==> config.mk <==
export PLATFORM = sky130hd
export DESIGN_NAME = memory_arbiter
export DESIGN_NICKNAME = d
export VERILOG_FILES = /design/src/rtl/memory_arbiter.sv
export SDC_FILE = /design/constraint.sdc
export NUM_CORES = 1
export LEC_CHECK = 0
export ABC_AREA = 1
export BUFFER_PORTS_ARGS = -buffer_cell sky130_fd_sc_hd__buf_4
export CAP_MARGIN = 25
export CORE_ASPECT_RATIO = 1.2
export CORE_MARGIN = 2
export CORE_UTILIZATION = 47
export CTS_CLUSTER_SIZE = 28
export DETAILED_ROUTE_END_ITERATION = 12
export GPL_TIMING_DRIVEN = 0
export PLACE_DENSITY = 0.77
export SYNTH_ARGS = -nofsm -noshare
export SYNTH_HDL_FRONTEND = slang
export SYNTH_SLANG_ARGS = --single-unit
==> constraint.sdc <==
create_clock -name clock -period 1.5 [get_ports clock]
set_input_delay 0.45 -clock clock [delete_from_list [all_inputs] [get_ports clock]]
set_output_delay 0.45 -clock clock [all_outputs]
set_load 0.03 [all_outputs]
==> src/rtl/memory_arbiter.sv <==
// memory_arbiter: round-robin sharing of one single-port memory between the
// instruction-fetch port (read-only) and the data port (read/write).
// One access at a time: IDLE -> ISSUE -> [WAIT x READ_LATENCY] -> ACK -> IDLE.
// Every output is a register; nothing combinational reaches the ports.
module memory_arbiter #(
  parameter int ADDR_WIDTH   = 32,
  parameter int DATA_WIDTH   = 32,
  parameter int READ_LATENCY = 1
) (
  input  logic                  clock,
  input  logic                  reset_n,
  input  logic                  fetch_req,
  input  logic [ADDR_WIDTH-1:0] fetch_addr,
  output logic                  fetch_ack,
  output logic [DATA_WIDTH-1:0] fetch_rdata,
  input  logic                  data_req,
  input  logic [ADDR_WIDTH-1:0] data_addr,
  input  logic                  data_write,
  input  logic [DATA_WIDTH-1:0] data_wdata,
  output logic                  data_ack,
  output logic [DATA_WIDTH-1:0] data_rdata,
  output logic                  busy,
  output logic [ADDR_WIDTH-1:0] mem_address,
  output logic                  mem_mode,
  output logic [DATA_WIDTH-1:0] mem_data_in,
  input  logic [DATA_WIDTH-1:0] mem_data_out
);

  // Wait counter only needs to reach READ_LATENCY-1.
  localparam int CW = (READ_LATENCY > 1) ? $clog2(READ_LATENCY) : 1;
  localparam logic [CW-1:0] LAST_WAIT = CW'(READ_LATENCY - 1);

  localparam logic GRANT_FETCH = 1'b0;
  localparam logic GRANT_DATA  = 1'b1;

  typedef enum logic [1:0] {IDLE, ISSUE, WAIT, ACK} state_t;

  state_t        state;
  logic          last_grant;  // port served most recently
  logic          grant;       // port owning the access in flight
  logic          is_write;    // access in flight is a write
  logic [CW-1:0] wait_count;
  logic          pick_data;

  // Data wins when it is the only requester, or on a tie when fetch went last.
  assign pick_data = data_req & (~fetch_req | (last_grant == GRANT_FETCH));

  // Arbitration FSM with all port-facing outputs registered.
  always_ff @(posedge clock or negedge reset_n) begin
    if (!reset_n) begin
      state       <= IDLE;
      last_grant  <= GRANT_DATA;   // fetch wins the first tie
      grant       <= GRANT_FETCH;
      is_write    <= 1'b0;
      wait_count  <= '0;
      fetch_ack   <= 1'b0;
      fetch_rdata <= '0;
      data_ack    <= 1'b0;
      data_rdata  <= '0;
      busy        <= 1'b0;
      mem_address <= '0;
      mem_mode    <= 1'b0;
      mem_data_in <= '0;
    end else begin
      // Acks are single-cycle pulses; they are re-raised only on entry to ACK.
      fetch_ack <= 1'b0;
      data_ack  <= 1'b0;
      case (state)
        IDLE: begin
          if (fetch_req || data_req) begin
            grant      <= pick_data;
            last_grant <= pick_data;
            if (pick_data) begin
              mem_address <= data_addr;
              mem_mode    <= data_write;
              mem_data_in <= data_wdata;
              is_write    <= data_write;
            end else begin
              // Fetch is read-only; mem_data_in keeps its last value.
              mem_address <= fetch_addr;
              mem_mode    <= 1'b0;
              is_write    <= 1'b0;
            end
            busy  <= 1'b1;
            state <= ISSUE;
          end
        end
        ISSUE: begin
          // Memory samples at the closing edge of this single cycle.
          mem_mode   <= 1'b0;
          wait_count <= '0;
          if (is_write) begin
            if (grant == GRANT_DATA) data_ack  <= 1'b1;
            else                     fetch_ack <= 1'b1;
            state <= ACK;
          end else begin
            state <= WAIT;
          end
        end
        WAIT: begin
          if (wait_count == LAST_WAIT) begin
            if (grant == GRANT_DATA) begin
              data_rdata <= mem_data_out;
              data_ack   <= 1'b1;
            end else begin
              fetch_rdata <= mem_data_out;
              fetch_ack   <= 1'b1;
            end
            state <= ACK;
          end else begin
            wait_count <= wait_count + 1'b1;
          end
        end
        ACK: begin
          busy  <= 1'b0;
          state <= IDLE;
        end
        default: begin
          busy  <= 1'b0;
          state <= IDLE;
        end
      endcase
    end
  end

endmodule

==> results_tabular.tex <==
\begin{tabular}{lr}
\hline
Metric & Value \\
\hline
\multicolumn{2}{l}{\textbf{Critical path}} \\
Required arrival time at the worst endpoint & 1.05 ns \\
Arrival time of the worst setup path & 0.98 ns \\
WP buf/inv & 1 \\
Family of cells with the greatest summed delay on the critical path & flip-flops \\
Crit-path max FO & 2 \\
Crit Path Class & flip-flop to output pin \\
Count of cell instances traversed by the critical path & 1 \\
Category of the worst setup path capture point & output pin \\
Critical Path Max Stage Delay & 0.39 ns \\
Master of the slowest instance on the critical path & sky130\_fd\_sc\_hd\_\_dfrtp\_1 \\
Depth of the worst register-to-register path & 7 \\
Category of the worst setup path launch point & flip-flop \\
Cells along the critical path & buf\_4 \\
\multicolumn{2}{l}{\textbf{Timing}} \\
Crit path setup slack, layout & 0.0713 ns \\
Share of the clock period used by the worst path after layout & 0.952 \\
Number of max-slew violations in the final report & 0 \\
Highest clock rate & 700 MHz \\
Worst clock skew & 0.00978 ns \\
Setup violations, final & 0 \\
Worst Max-Slew Pin Slew & 0.586 ns \\
Final hold vios & 0 \\
Worst-case headroom to the max-slew limit & 0.609 \\
Setup repair after global routing missed its margin & yes \\
Min Tclk post-route & 1.43 ns \\
\multicolumn{2}{l}{\textbf{GRT}} \\
Total routing resource utilization after global routing & 0.249 \\
Global route total overflow & 0 \\
Number of antenna violations at the first check in global routing & 0 \\
Number of global-route vias before repair & 5317 \\
First-pass GRT wire length & 26.3 mm \\
Pin count of the biggest net entering global routing & 76 \\
\multicolumn{2}{l}{\textbf{Synth}} \\
Flip-flop and latch count after synthesis & 137 \\
Proportion of synthesized chip area in sequential cells & 0.589 \\
Mapped Cells & 665 \\
Dominant combinational cell family by area after synthesis & simple AND/OR/NAND/NOR gates \\
Syn Nets & 803 \\
Synth Warn \# & 0 \\
Leading register cell type out of synthesis & sky130\_fd\_sc\_hd\_\_dfrtp\_1 \\
Fraction of synthesized area in multiplexers & 0 \\
Proportion of synthesized flip-flops having asynchronous set or reset & 1.00 \\
Average size of a mapped cell & 8.76 um\^{}2 \\
Cell variety after synth & 23 \\
Count of flip-flops with a built-in enable after synthesis & 0 \\
Area share of fa/ha/maj cells after synthesis & 0.0107 \\
Post-synthesis cell area & 5820 um\^{}2 \\
Simple-gate share of the synthesized area & 0.258 \\
Fraction of the mapped netlist area in compound gates & 0.0629 \\
Fraction of synthesized cell area in xor and xnor cells & 0 \\
\multicolumn{2}{l}{\textbf{Place}} \\
Port bufs & 263 \\
Placed Instances & 1090 \\
Dpl ws & -0.292 ns \\
Final weighted congestion in routability-driven placement & 0.827 \\
Estimated wirelength of the detail-placed design & 12.0 mm \\
Total cell area at the placement stage & 8030 um\^{}2 \\
\multicolumn{2}{l}{\textbf{Route}} \\
Count of vias placed by the detailed router & 5341 \\
Starting DRC count in detailed routing & 297 \\
Drt wl/cell & 14.4 um \\
Post-detailed-route via-to-cell ratio & 4.74 \\
DRC errors left & 0 \\
Number of nets still failing antenna checks after routing & 0 \\
Total iterations of the first detailed-routing run & 4 \\
Detailed-route wire length & 16.3 mm \\
\multicolumn{2}{l}{\textbf{Final layout}} \\
Number of nets in the finished design & 1090 \\
Post-route cell area & 8730 um\^{}2 \\
Antenna cells & 0 \\
Final cell count without fillers & 1126 \\
Share of cells above drive strength 1 & 0.355 \\
Area of the multi-input gates & 1970 um\^{}2 \\
Top library cells by usage in the layout, fill and taps aside & 275 x sky130\_fd\_sc\_hd\_\_buf\_4, 270 x sky130\_fd\_sc\_hd\_\_nand2\_1, 135 x sky130\_fd\_sc\_hd\_\_dfrtp\_1, 67 x sky130\_fd\_sc\_hd\_\_inv\_1, 67 x sky130\_fd\_sc\_hd\_\_o21ai\_0 \\
Layout overhead on the synthesized area & 49.9\% \\
Most common cell after layout, fill and taps aside & sky130\_fd\_sc\_hd\_\_buf\_4 \\
Area occupied by registers & 3430 um\^{}2 \\
Filler Cells Inserted & 995 \\
Utilization after layout & 0.721 \\
\multicolumn{2}{l}{\textbf{Floorplan}} \\
Die outline width & 106 um \\
Total Die Area & 13300 um\^{}2 \\
Number of core rows & 44 \\
Floorplan die height & 126 um \\
Starting density of the core & 0.481 \\
Number of top-level design ports & 265 \\
Core Box Area & 12100 um\^{}2 \\
\multicolumn{2}{l}{\textbf{Min path}} \\
Worst hold path type & input port to async pin \\
\multicolumn{2}{l}{\textbf{Clocking}} \\
Clock buffer count from CTS & 17 \\
Insertion delay of the later-clocked pin in the worst-skew pair & 0.41 ns \\
CTS clock-pin slew for the worst setup and hold paths & 0.06 ns \\
Total number of H-tree levels & 4 \\
Sink Count & 137 \\
Clock tree from TritonCTS & done \\
Master cell of the clock root buffer & sky130\_fd\_sc\_hd\_\_clkbuf\_16 \\
Maximum buffer depth of the clock tree & 2 \\
\multicolumn{2}{l}{\textbf{Pwr}} \\
Power per cell area & 2460 nW/um\^{}2 \\
P\_leak & 0.00489 uW \\
Peak supply drop & 1.55 mV \\
\multicolumn{2}{l}{\textbf{Outcome}} \\
Run status & completed \\
\multicolumn{2}{l}{\textbf{Run}} \\
Max-cap violations & 0 \\
\hline
\end{tabular}
==> path summary, 6_finish.rpt <==
check | startpoint | end | slack [ns]
worst min-delay path | reset_n | mem_address[15] | 0.01
min in group clock | data_wdata[0] | mem_data_in[0] | 0.24
worst max register to register | state[1] | mem_address[2] | 0.08
worst min register to register | mem_data_in[7] | mem_data_in[7] | 0.47
worst max-delay path | data_rdata[0] | data_rdata[0] | 0.07
max in group asynchronous | reset_n | mem_data_in[12] | 0.72
==> repair_timing <==
action	4_1_cts	5_1_grt
pin swaps	1	3
setup buffers	1	3
gates cloned	0	0
endpoints found under the setup margin	126	106
resized for setup	20	16
hold buffers	0	0
==> routing by layer <==
metal  GRT usage  vias up  wire [um]
li1            -     2639          -
met2       0.420      203       8150
met3      0.0782       31       1230
met4      0.0882        0        396
met1       0.301     2468       6490
met5           0        -          0
==> where the power goes <==
| part | switching (uW) | internal [uW] |
|---|---|---|
| logic | 6910 | 3910 |
| clock network | 1590 | 2500 |
| registers | 1060 | 5550 |
| total | 9550 | 12000 |
==> cells by family (layout without fill, tap and decap cells) <==
family	after synthesis	in the layout
simple gates	347	347
buf+inv	105	405
fa+ha+maj	5	5
compound gates	71	71
flops	137	137
==> final cells by class <==
class / instances / area share
Tap cell: 161 / 0.0231
Buffer: 34 / 0.0266
Sequential cell: 137 / 0.393
Clock buffer: 18 / 0.0503
Multi-Input combinational cell: 423 / 0.226
Clock inverter: 14 / 0.0168
Inverter: 71 / 0.0317
Timing Repair Buffer: 268 / 0.233
==> state kept, by name, indices dropped and copies added, names as in the netlist <==
register	flops
busy	1
data_ack	1
data_rdata	32
fetch_ack	1
fetch_rdata	32
grant	1
is_write	1
last_grant	1
mem_address	32
mem_data_in	32
mem_mode	1
state	2
==> stage by stage <==
step	power, uW	TNS (ns)	hold slack, ns
after CTS	21500	0	0.0356
after detailed placement	17200	-19.06	0.450
final	21500	0	0.00975
after global routing	22900	-0.0128	0.0488
after floorplan	12900	0	0.154
after global placement	17000	-88.80	0.447
==> cell usage after synthesis, types with 2 or more instances <==
| library cell | n | area [um^2] |
|---|---|---|
| sky130_fd_sc_hd__buf_2 | 6 | 30.0 |
| sky130_fd_sc_hd__clkbuf_1 | 14 | 52.6 |
| sky130_fd_sc_hd__nand2_1 | 272 | 1020 |
| sky130_fd_sc_hd__nand3_1 | 34 | 170 |
| sky130_fd_sc_hd__inv_1 | 69 | 259 |
| sky130_fd_sc_hd__ha_1 | 5 | 62.6 |
| sky130_fd_sc_hd__nand3b_1 | 32 | 240 |
| sky130_fd_sc_hd__dfrtp_1 | 136 | 3400 |
| sky130_fd_sc_hd__nor2_1 | 3 | 11.3 |
| sky130_fd_sc_hd__nor3_1 | 2 | 10.0 |
| sky130_fd_sc_hd__o21ai_0 | 69 | 345 |
| sky130_fd_sc_hd__buf_4 | 10 | 75.1 |
| sky130_fd_sc_hd__buf_6 | 3 | 33.8 |
(Power assumes the default switching activity.)
